--- src/rtl/rename_table_pkg.sv ---
`default_nettype none
// +--------------------------------------------------------------------------+
// | rename_table_pkg : shared rename constants, also used by rename_decoder  |
// | Revision 1.0                                                             |
// +--------------------------------------------------------------------------+
`ifndef RT_PHYS_REGS
`define RT_PHYS_REGS 32
`endif
`ifndef RT_TAG_W
`define RT_TAG_W(n) $clog2(n)
`endif

package rename_table_pkg;
  localparam int PHYS_REGS     = `RT_PHYS_REGS;
  localparam int ARCH_RENAMED  = 10;
  localparam int FIRST_RENAMED = 2;
  localparam int LAST_RENAMED  = FIRST_RENAMED + ARCH_RENAMED - 1;
  localparam int FIRST_FREE    = FIRST_RENAMED + ARCH_RENAMED;
  localparam int ARCH_W        = 4;

  typedef logic [ARCH_W-1:0] arch_t;

  function automatic logic is_renamed(input arch_t a);
    return (a >= arch_t'(FIRST_RENAMED)) && (a <= arch_t'(LAST_RENAMED));
  endfunction
endpackage

`default_nettype wire

--- src/rtl/rename_table_free_list.sv ---
`default_nettype none
// +--------------------------------------------------------------------------+
// | free_list : 2-pop / 2-push circular FIFO of physical tags                |
// | Revision 1.0                                                             |
// +--------------------------------------------------------------------------+
module free_list #(
  parameter int DEPTH     = 20,
  parameter int TW        = 5,
  parameter int FIRST_TAG = rename_table_pkg::FIRST_FREE
) (
  input  logic                       clk,
  input  logic                       rst,
  input  logic [1:0]                 pop_cnt,
  input  logic [1:0]                 push_valid,
  input  logic [2*TW-1:0]            push_tag,
  output logic [TW-1:0]              head_tag0,
  output logic [TW-1:0]              head_tag1,
  output logic [$clog2(DEPTH+1)-1:0] count
);
  localparam int PW = (DEPTH > 1) ? $clog2(DEPTH) : 1;
  localparam int CW = $clog2(DEPTH + 1);

  logic [TW-1:0] mem [DEPTH];
  logic [PW-1:0] head;
  logic [PW-1:0] tail;
  logic [CW:0]   space;
  logic [1:0]    n_push;
  logic [1:0]    n_acc;
  logic [TW-1:0] first_tag;

  function automatic logic [PW-1:0] ptr_add(input logic [PW-1:0] p, input logic [1:0] k);
    logic [PW+1:0] s;
    s = {2'b00, p} + (PW+2)'(k);
    if (s >= (PW+2)'(DEPTH)) s = s - (PW+2)'(DEPTH);
    return s[PW-1:0];
  endfunction

  assign head_tag0 = mem[head];
  assign head_tag1 = mem[ptr_add(head, 2'd1)];

  // Pushes that would overflow are dropped so the count saturates at DEPTH.
  always_comb begin
    n_push    = {1'b0, push_valid[0]} + {1'b0, push_valid[1]};
    space     = (CW+1)'(DEPTH) - {1'b0, count} + (CW+1)'(pop_cnt);
    n_acc     = ((CW+1)'(n_push) > space) ? space[1:0] : n_push;
    first_tag = push_valid[0] ? push_tag[TW-1:0] : push_tag[2*TW-1:TW];
  end

  always_ff @(posedge clk or posedge rst) begin
    if (rst) begin
      for (int i = 0; i < DEPTH; i++) mem[i] <= TW'(FIRST_TAG + i);
      head  <= '0;
      tail  <= '0;
      count <= CW'(DEPTH);
    end else begin
      if (n_acc != 2'd0) mem[tail] <= first_tag;
      if (n_acc == 2'd2) mem[ptr_add(tail, 2'd1)] <= push_tag[2*TW-1:TW];
      head  <= ptr_add(head, pop_cnt);
      tail  <= ptr_add(tail, n_acc);
      count <= count - CW'(pop_cnt) + CW'(n_acc);
    end
  end

  a_no_underflow: assert property (@(posedge clk) disable iff (rst) count >= CW'(pop_cnt));
  a_no_overflow:  assert property (@(posedge clk) disable iff (rst) (CW+1)'(n_push) <= space);
endmodule

`default_nettype wire

--- src/rtl/rename_table.sv ---
`default_nettype none
// +--------------------------------------------------------------------------+
// | rename_table : register alias table, done bits and physical free list    |
// | Revision 1.0                                                             |
// +--------------------------------------------------------------------------+
module rename_table #(
  parameter  int PHYS_REGS = rename_table_pkg::PHYS_REGS,
  parameter  int FL_DEPTH  = PHYS_REGS - rename_table_pkg::FIRST_FREE,
  localparam int TW        = `RT_TAG_W(PHYS_REGS)
) (
  input  logic                                    clk,
  input  logic                                    rst,
  input  logic                                    ren_valid,
  output logic                                    ren_ready,
  input  logic [1:0]                              dst_valid,
  input  logic [7:0]                              dst_arch,
  output logic [2*TW-1:0]                         dst_new,
  output logic [2*TW-1:0]                         dst_old,
  input  logic [1:0]                              wb_valid,
  input  logic [2*TW-1:0]                         wb_tag,
  input  logic [1:0]                              free_valid,
  input  logic [2*TW-1:0]                         free_tag,
  output logic [rename_table_pkg::ARCH_RENAMED-1:0]    rat_done,
  output logic [rename_table_pkg::ARCH_RENAMED*TW-1:0] rat_aliases
);
  import rename_table_pkg::*;

  localparam int CW = $clog2(FL_DEPTH + 1);

  arch_t           arch0;
  arch_t           arch1;
  logic            need0;
  logic            need1;
  logic [1:0]      need;
  logic            xfer;
  logic [1:0]      pop_cnt;
  logic [1:0]      push_valid;
  logic [1:0]      wb_ok;
  logic [TW-1:0]   head0;
  logic [TW-1:0]   head1;
  logic [TW-1:0]   new0;
  logic [TW-1:0]   new1;
  logic [TW-1:0]   old0;
  logic [TW-1:0]   old1;
  logic [CW-1:0]   fl_count;
  logic [TW-1:0]   alias_q [ARCH_RENAMED];

  always_comb begin
    arch0   = dst_arch[3:0];
    arch1   = dst_arch[7:4];
    need0   = dst_valid[0] && (arch0 >= arch_t'(FIRST_RENAMED));
    need1   = dst_valid[1] && (arch1 >= arch_t'(FIRST_RENAMED));
    need    = {1'b0, need0} + {1'b0, need1};
    ren_ready = (fl_count >= CW'(need));
    xfer    = ren_valid && ren_ready;
    pop_cnt = xfer ? need : 2'd0;

    old0 = is_renamed(arch0) ? alias_q[arch0 - arch_t'(FIRST_RENAMED)] : TW'(arch0);
    new0 = need0 ? head0 : TW'(arch0);
    // Slot1 sees slot0's rename when both target the same architectural reg.
    if (need0 && (arch1 == arch0))
      old1 = new0;
    else if (is_renamed(arch1))
      old1 = alias_q[arch1 - arch_t'(FIRST_RENAMED)];
    else
      old1 = TW'(arch1);
    new1 = need1 ? (need0 ? head1 : head0) : TW'(arch1);

    push_valid[0] = free_valid[0] && (free_tag[TW-1:0] >= TW'(FIRST_RENAMED));
    push_valid[1] = free_valid[1] && (free_tag[2*TW-1:TW] >= TW'(FIRST_RENAMED));
    wb_ok[0]      = wb_valid[0] && (wb_tag[TW-1:0] >= TW'(FIRST_RENAMED));
    wb_ok[1]      = wb_valid[1] && (wb_tag[2*TW-1:TW] >= TW'(FIRST_RENAMED));
  end

  assign dst_new = {new1, new0};
  assign dst_old = {old1, old0};

  free_list #(
    .DEPTH     (FL_DEPTH),
    .TW        (TW),
    .FIRST_TAG (FIRST_FREE)
  ) u_free_list (
    .clk        (clk),
    .rst        (rst),
    .pop_cnt    (pop_cnt),
    .push_valid (push_valid),
    .push_tag   (free_tag),
    .head_tag0  (head0),
    .head_tag1  (head1),
    .count      (fl_count)
  );

  for (genvar r = 0; r < ARCH_RENAMED; r++) begin : g_rat
    localparam arch_t ARCH = arch_t'(r + FIRST_RENAMED);
    logic [TW-1:0] alias_r;
    logic          done_r;
    logic          wb_hit;
    logic          hit0;
    logic          hit1;

    assign wb_hit = (wb_ok[0] && (alias_r == wb_tag[TW-1:0])) ||
                    (wb_ok[1] && (alias_r == wb_tag[2*TW-1:TW]));
    assign hit0   = xfer && need0 && (arch0 == ARCH);
    assign hit1   = xfer && need1 && (arch1 == ARCH);

    // A rename in the same cycle overrides a writeback to the old tag.
    always_ff @(posedge clk or posedge rst) begin
      if (rst) begin
        alias_r <= TW'(r + FIRST_RENAMED);
        done_r  <= 1'b1;
      end else if (hit1) begin
        alias_r <= new1;
        done_r  <= 1'b0;
      end else if (hit0) begin
        alias_r <= new0;
        done_r  <= 1'b0;
      end else if (wb_hit) begin
        done_r  <= 1'b1;
      end
    end

    assign alias_q[r]              = alias_r;
    assign rat_aliases[r*TW +: TW] = alias_r;
    assign rat_done[r]             = done_r;
  end

  a_dst0_legal: assert property (@(posedge clk) disable iff (rst)
    (ren_valid && dst_valid[0]) |-> (arch0 <= arch_t'(LAST_RENAMED)));
  a_dst1_legal: assert property (@(posedge clk) disable iff (rst)
    (ren_valid && dst_valid[1]) |-> (arch1 <= arch_t'(LAST_RENAMED)));
endmodule

`default_nettype wire

--- config.mk ---
export PLATFORM = sky130hd
export DESIGN_NAME = rename_table
export DESIGN_NICKNAME = d
export VERILOG_FILES = /design/src/rtl/rename_table_pkg.sv /design/src/rtl/rename_table_free_list.sv /design/src/rtl/rename_table.sv
export SDC_FILE = /design/constraint.sdc
export NUM_CORES = 1
export LEC_CHECK = 0
export CAP_MARGIN = 10
export CORE_ASPECT_RATIO = 1.4
export CORE_UTILIZATION = 45
export CTS_BUF_LIST = sky130_fd_sc_hd__clkbuf_4
export DETAILED_ROUTE_END_ITERATION = 7
export PLACE_DENSITY = 0.72
export SLEW_MARGIN = 20
export SYNTH_ARGS = -nofsm -noshare
export SYNTH_HDL_FRONTEND = slang
export SYNTH_SLANG_ARGS = --single-unit
--- constraint.sdc ---
create_clock -name clk -period 14.25 [get_ports clk]
set_input_delay 2.1375 -clock clk [delete_from_list [all_inputs] [get_ports clk]]
set_output_delay 2.1375 -clock clk [all_outputs]
set_load 0.05 [all_outputs]
==> results.ini, run 1 <==
[power_and_ir_drop]
p_leak_uw = 0.00646
ir_drop_v = 0.000116
power.density_nw_per_um2 = 252

[sta]
relSlewSlack_pct = 29.6
period_share_pct = 60.6
timing.fmax_mhz = 116
drv_slew = 0
hold_viol = 0
skew_ns = 0.0254
finalSetupTns_ns = 0
tightest_slew_ns = 1.06
finalSetupViolCount = 0
rsz0062_at_grt = false
period_minus_slack_ns = 8.63

[critical_path]
critPathKind = register to output pin
worst_path_dominant_cell_family = compound AO/OA/AOI/OAI gates
cp-end-kind = output pin
crit_arrival_ns = 6.50
worst-path-max-fanout = 30
required_ns = 12.11
crit_path_frequent_cell = ha_1
slowest_stage = dfrtp_2
critPathLaunchType = register
path_cells = ha_1 > xor2_1 > inv_1 > ha_1 > a21bo_1 > nor4b_2 > nor4_4 > nand2_4 > mux4_2 > a221o_1 > o31ai_1 > buf_4 > o22ai_1 > clkdlybuf4s50_1
path_buf_inv = 3
cpPeakStageDelay_ns = 0.91

[run]
maxCapViolations = 0

[logic_synthesis]
synthArstFlopShare_pct = 100
yosys-top-cells-count = mux2i_1 (186), nand2_1 (125), dfstp_2 (91)
seq_area_frac_synth_pct = 30.4
synth_edf_count = 0
synth-xor-area-share_pct = 7.40
synth.area.mux_share_pct = 26.7
synth_area_leader_cell = dfstp_2
ys.flop_type = dfstp_2
yosys.area_share.simple_pct = 15.0
ys_top_cells_by_area = dfstp_2 (16%), dfrtp_1 (14%), mux2i_1 (13%)
yosysMostFrequentCell = mux2i_1
syn-cell-area_um2 = 14800
synth_top_area_share_pct = 16.2
synth_area_per_cell_um2 = 10.0
synth_compound_area_share_pct = 12.6
synth-seq-cells = 175
syn_nets = 1545
synth_fa_ha_area_share_pct = 3.28
ys_warn_count = 0
synth_top_family_by_area = multiplexers
postSynthCellCount = 1472
yosys.cell_types.count = 88

[run_status]
status = completed

[clocking]
cts_max_level = 4
insertion_delay_ns = 0.68
cts_buffers = 17
cts_tree = built
cts_buffer_depth = 2
cts_resized = 0
post_cts_buffers = 0
cts.sinks = 175
clk_pin_slew_ns = 0.18
cts_root_buf = clkbuf_4
ctsHoldBuffers = 0

[route]
vias = 12874
drt-total-wl_um = 50700
top_layer_used = met4
drt_iter0_markers = 1226
routed_via_density = 6.52
ant_nets = 0
met1_length_um = 18500
post_drt_wl_per_cell_um = 25.7
dr_wl_met3_um = 3510
drc = 0
drt-pass1-iter-count = 6
routed-wl-met2_um = 25700

[grt]
track_usage_pct = 30.7
antenna_found_initial = 1
grt_pass1_vias = 12598
grt_max_degree = 103
grt_overflow = 0
grt_pass1_wl_um = 77500

[placed_design]
hpwl_um = 36600
portBuffers = 117
dpl_cell_area_um2 = 16200
place.gp.congestion = 1.02

[finish]
fillers = 2987
finalInstanceArea_um2 = 16500
seq_area_um2 = 4490
syn2layout_area_growth_pct = 11.8
fin_nets = 1594
drive_above_1_share_pct = 20.4
multiInputGateArea_um2 = 9640

[hold_path]
hold_class = register to register

[floorplan]
fp.dieArea_um2 = 33600
core_um2 = 32400
fp.dieH_um = 217
die_w_um = 155
initial_core_util_pct = 45.6
core.rowCount = 78
ios = 118

final cells by class:
| cell class | count | area share [%] |
|---|---|---|
| diodes | 1 | 0.0151 |
| well taps | 440 | 3.33 |
| flip-flops and latches | 175 | 27.2 |
| multi-input cells | 1137 | 58.3 |
| repair buffers | 143 | 8.26 |
| inverters | 47 | 1.10 |
| clock inverters | 15 | 1.07 |
| clock buffers | 17 | 0.772 |
worst min-delay path: stages (launching register included):
cell,delay [ns]
dfstp_2,0.40
a31oi_1,0.13
a21oi_1,0.07
power breakdown:
group | total, uW | internal [uW] | switching (uW) | leakage (uW)
logic | 2700 | 1090 | 1620 | 0.00431
clock network | 317 | 95.9 | 221 | 0.000157
registers | 1150 | 791 | 358 | 0.00200
total | 4170 | 1980 | 2190 | 0.00646
final timing paths:
| kind | from | endpoint | slack, ns | cells after the start |
|---|---|---|---|---|
| max | u_free_list.head[0]$_DFF_PP0_ | dst_new[6] | 5.62 | 14 |
| min | g_rat[1].done_r$_DFFE_PP1P_ | g_rat[1].done_r$_DFFE_PP1P_ | 0.59 | 2 |
| max in group asynchronous | rst | u_free_list.head[0]$_DFF_PP0_ | 10.59 | 3 |
| min in group asynchronous | rst | g_rat[2].alias_r[4]$_DFFE_PP0N_ | 2.03 | 2 |
| max reg2reg | u_free_list.count[2]$_DFF_PP1_ | u_free_list.tail[2]$_DFF_PP0_ | 8.58 | 25 |
| min reg2reg | g_rat[1].done_r$_DFFE_PP1P_ | g_rat[1].done_r$_DFFE_PP1P_ | 0.59 | 2 |
placed cells by master (no fill, tap or decap), types with 28 or more instances in the layout:
master and count:
a21oi_1 46, a31oi_1 28, clkdlybuf4s50_1 117, dfrtp_1 83, dfstp_2 91, ha_1 34
inv_1 43, mux2_2 40, mux2i_1 185, mux4_2 65, nand2_1 125, nand3_1 45
nor2_1 59, nor4_1 29, o21ai_0 37, xnor2_1 58, xor2_1 67
stage by stage:
stage | hold WS [ns] | cells | setup slack (ns) | utilization, % | power, uW
floorplan | 0.539 | 1472 | 5.48 | - | 2980
global placement | 0.552 | 1942 | 5.31 | 50.1 | 3740
detailed placement | 0.563 | 1942 | 5.00 | 50.1 | 3800
CTS | 0.589 | 1974 | 5.61 | 51.0 | 4120
global route | 0.603 | 1975 | 5.20 | 51.0 | 4370
finish | 0.587 | 1975 | 5.62 | 51.0 | 4170
flip-flops by register name, summed over array words and instances, names as in the netlist:
name	flops
g_rat.alias_r	50
g_rat.done_r	10
u_free_list.tail	5
u_free_list.head	5
u_free_list.mem	100
u_free_list.count	5
metal layers:
layer,global-route usage (%),up-vias
met5,0,-
met3,5.14,175
met1,35.3,6431
li1,-,5566
met2,53.8,702
met4,17.3,0
cells by family (layout without fill, tap and decap cells):
kind of cell / after synthesis / after routing
other: 0 / 1
buffers and inverters: 160 / 222
xor gates and xnor gates: 125 / 125
adders and majority gates: 38 / 38
muxes: 305 / 305
and+or+nand+nor: 402 / 402
AOI/OAI and AO/OA: 267 / 267
DFF: 175 / 175
No activity file was read; power rests on OpenSTA's default activity.
==> run 2, diff against run 1 <==
--- a/config.mk
+++ b/config.mk
@@ -10,7 +10,7 @@
 export CORE_UTILIZATION = 45
 export CTS_BUF_LIST = sky130_fd_sc_hd__clkbuf_4
 export DETAILED_ROUTE_END_ITERATION = 7
-export PLACE_DENSITY = 0.72
+export PLACE_DENSITY = 0.75
 export SLEW_MARGIN = 20
 export SYNTH_ARGS = -nofsm -noshare
 export SYNTH_HDL_FRONTEND = slang
==> constraint.sdc (replaced) <==
create_clock -name clk -period 7.3 [get_ports clk]
set_input_delay 1.095 -clock clk [delete_from_list [all_inputs] [get_ports clk]]
set_output_delay 1.095 -clock clk [all_outputs]
set_load 0.05 [all_outputs]
==> run 2 against run 1 <==
Effect of this change:
- hold slack lost 0.0039 ns
- via count is 0.48% higher
- clock power up 87%
- largest cell class unchanged
- critical path depth stayed put
==> results.ini, run 2 (same netlist as run 1, synthesis figures left out) <==
[run_status]
status = completed

[clocking]
post_cts_buffers = 0  ; unchanged
cts_max_level = 4  ; unchanged
cts.sinks = 175  ; unchanged
cts_tree = built
cts_resized = 0  ; unchanged
ctsHoldBuffers = 0  ; unchanged
cts_buffer_depth = 2  ; unchanged
insertion_delay_ns = 0.64  ; -0.04 ns
clk_pin_slew_ns = 0.15  ; -0.03 ns
cts_root_buf = clkbuf_4
cts_buffers = 17  ; unchanged

[finish]
layout_commonest_cell = mux2i_1
top_register = u_free_list.mem
fillers = 2937  ; -1.7%
multiInputGateArea_um2 = 9680  ; +0.40%
drive_above_1_share_pct = 21.3  ; +0.85 points
seq_area_um2 = 4490  ; unchanged
syn2layout_area_growth_pct = 12.4
fin_nets = 1603  ; +0.56%
largest_register_ff_count = 100  ; unchanged
reg.largest.list = u_free_list.mem: 100 flops, g_rat.alias_r: 50 flops, g_rat.done_r: 10 flops
layout_common_cells = mux2i_1 (184), nand2_1 (123), clkdlybuf4s50_1 (116), dfstp_2 (91), dfrtp_1 (83)
fin_cells = 1984  ; +0.46%

[sta]
timing.fmax_mhz = 148
tightest_slew_ns = 1.11  ; +0.0526 ns
drv_slew = 0  ; unchanged
period_share_pct = 92.3
rsz0062_at_grt = false
skew_ns = 0.0263  ; +0.000821 ns
finalSetupViolCount = 0  ; unchanged
hold_viol = 0  ; unchanged
period_minus_slack_ns = 6.74
finalSetupTns_ns = 0  ; unchanged
relSlewSlack_pct = 26.1  ; -3.5 points

[critical_path]
crit_arrival_ns = 5.64  ; -0.86 ns
critPathLaunchType = register
path_buf_inv = 3  ; unchanged
slowest_stage = clkdlybuf4s50_1
cp-end-kind = output pin
cpPeakStageDelay_ns = 0.74  ; -0.17 ns
worst_path_dominant_cell_family = buffers and inverters
required_ns = 6.20  ; -5.91 ns
path_cells = buf_4 > nand3_1 > xor2_1 > ha_1 > a21bo_1 > nor4b_2 > nor4_4 > buf_4 > nand2_4 > mux4_2 > mux2_2 > a211oi_1 > o32ai_1 > clkdlybuf4s50_1
critPathKind = register to output pin
crit_path_frequent_cell = buf_4
worst-path-max-fanout = 37  ; +23%

[grt]
track_usage_pct = 29.4  ; -1.3 points
grt_use_met3_pct = 4.94  ; -0.20 points
grt_pass1_vias = 13121  ; +4.2%
grt_max_degree = 88  ; -15%
grt_overflow = 0  ; unchanged
grt_pass1_wl_um = 75800  ; -2.3%
antenna_found_initial = 1  ; unchanged
grt.met1_usage_pct = 33.9  ; -1.4 points
grt.busiest_layer = met2
grt_util_met2_pct = 49.6  ; -4.2 points

[floorplan]
core.rowCount = 78  ; unchanged
core_um2 = 32400  ; unchanged
fp.dieH_um = 217  ; unchanged
initial_core_util_pct = 45.6  ; unchanged
die_w_um = 155  ; unchanged
ios = 118  ; unchanged
fp.dieArea_um2 = 33600  ; unchanged

[power_and_ir_drop]
ir_drop_v = 0.000270  ; +130%
p_leak_uw = 0.00651  ; +0.64%
power.density_nw_per_um2 = 486  ; +93%

[route]
post_drt_wl_per_cell_um = 24.4  ; -5.1%
ant_nets = 0  ; unchanged
drt-total-wl_um = 48400  ; -4.7%
drt_iter0_markers = 1180  ; -3.8%
vias = 12936  ; +0.48%
routed_via_density = 6.52  ; about the same
drt-pass1-iter-count = 7  ; +1
drc = 0  ; unchanged

[placed_design]
placed_cells_incl_taps = 1951  ; +0.46%
portBuffers = 117  ; unchanged
hpwl_um = 35400  ; -3.2%
place.gp.congestion = 0.961  ; -6.2%

[run]
maxCapViolations = 0  ; unchanged

[hold_path]
hold_class = register to register

run 2: cell types whose count changed in the layout (fill, tap and decap cells not counted), moves of 2 or more:
cell / previous run / this run
nand2_2: 0 / 2
a21oi_1: 46 / 44
ha_2: 0 / 2
buf_4: 26 / 36
clkinv_8: 3 / 0
nand2_1: 125 / 123
a21oi_2: 0 / 2
inv_8: 3 / 0
ha_1: 34 / 32
clkinv_1: 2 / 4
clkbuf_4: 17 / 20
run 2: final timing paths:
path / depth (start not counted) / endpoint / slack, ns / from
worst max-delay path: 14 / dst_new[8] / 0.56 / u_free_list.head[1]$_DFF_PP0_
worst min-delay path: 2 / u_free_list.mem[4]$_DFF_PP1_ / 0.58 / u_free_list.mem[4]$_DFF_PP1_
worst max register to register: 27 / u_free_list.tail[2]$_DFF_PP0_ / 1.95 / u_free_list.count[2]$_DFF_PP1_
worst min register to register: 2 / u_free_list.mem[4]$_DFF_PP1_ / 0.58 / u_free_list.mem[4]$_DFF_PP1_
max in group asynchronous: 3 / g_rat[4].alias_r[4]$_DFFE_PP0N_ / 5.08 / rst
min in group asynchronous: 2 / u_free_list.mem[27]$_DFF_PP0_ / 0.98 / rst
run 2: worst register-to-register path: cells and delay by family, from the launching register on:
kind | cells | cell delay (ns)
fa+ha+maj | 6 | 1.59
flops | 1 | 0.63
buf+inv | 4 | 0.36
xor+xnor | 1 | 0.24
compound gates | 7 | 1.27
mux | 1 | 0.30
simple gates | 8 | 0.90
run 2: per-layer routing:
layer | vias up | part of all wire, % | routed length [um]
met5 | - | 0 | 0
met4 | 0 | 7.0 | 3390
met3 | 224 | 7.1 | 3430
met2 | 734 | 50 | 23900
met1 | 6388 | 36 | 17600
li1 | 5590 | - | -
run 2: area by class of cell:
cell class                 count  share of cell area (%)
clock inverter                12                   0.813
tap                          440                    3.31
multi-input combinational   1137                    58.2
inverter                      47                    1.09
timing repair buffer         152                    8.61
sequential                   175                    27.0
antenna                        1                  0.0151
clock buffer                  20                   0.903
run 2: stage by stage:
stage          hold slack [ns]  power [uW]  util (%)  worst slack (ns)  cell area [um^2]
6_report                 0.583        8080      51.3             0.561             16600
5_1_grt                  0.607        8490      51.3             0.248             16600
4_1_cts                  0.586        7980      51.3             0.613             16600
3_5_place_dp             0.558        7380      50.4            0.0976             16300
3_3_place_gp             0.550        7220      50.3             0.307             16300
2_1_floorplan            0.539        5820         -          0.000528             14800
run 2: report_power, final:
group | internal [uW] | total [uW] | switching, uW
clock network | 217 | 594 | 377
logic | 2150 | 5290 | 3140
registers | 1550 | 2190 | 644
==> run 3, diff against run 2 <==
--- a/config.mk
+++ b/config.mk
@@ -9,6 +9,7 @@
 export CORE_ASPECT_RATIO = 1.4
 export CORE_UTILIZATION = 45
 export CTS_BUF_LIST = sky130_fd_sc_hd__clkbuf_4
+export CTS_CLUSTER_DIAMETER = 30
 export DETAILED_ROUTE_END_ITERATION = 7
 export PLACE_DENSITY = 0.75
 export SLEW_MARGIN = 20
==> results of run 3 <==
The final DEF is identical to that of run 2; final timing and power are the same.
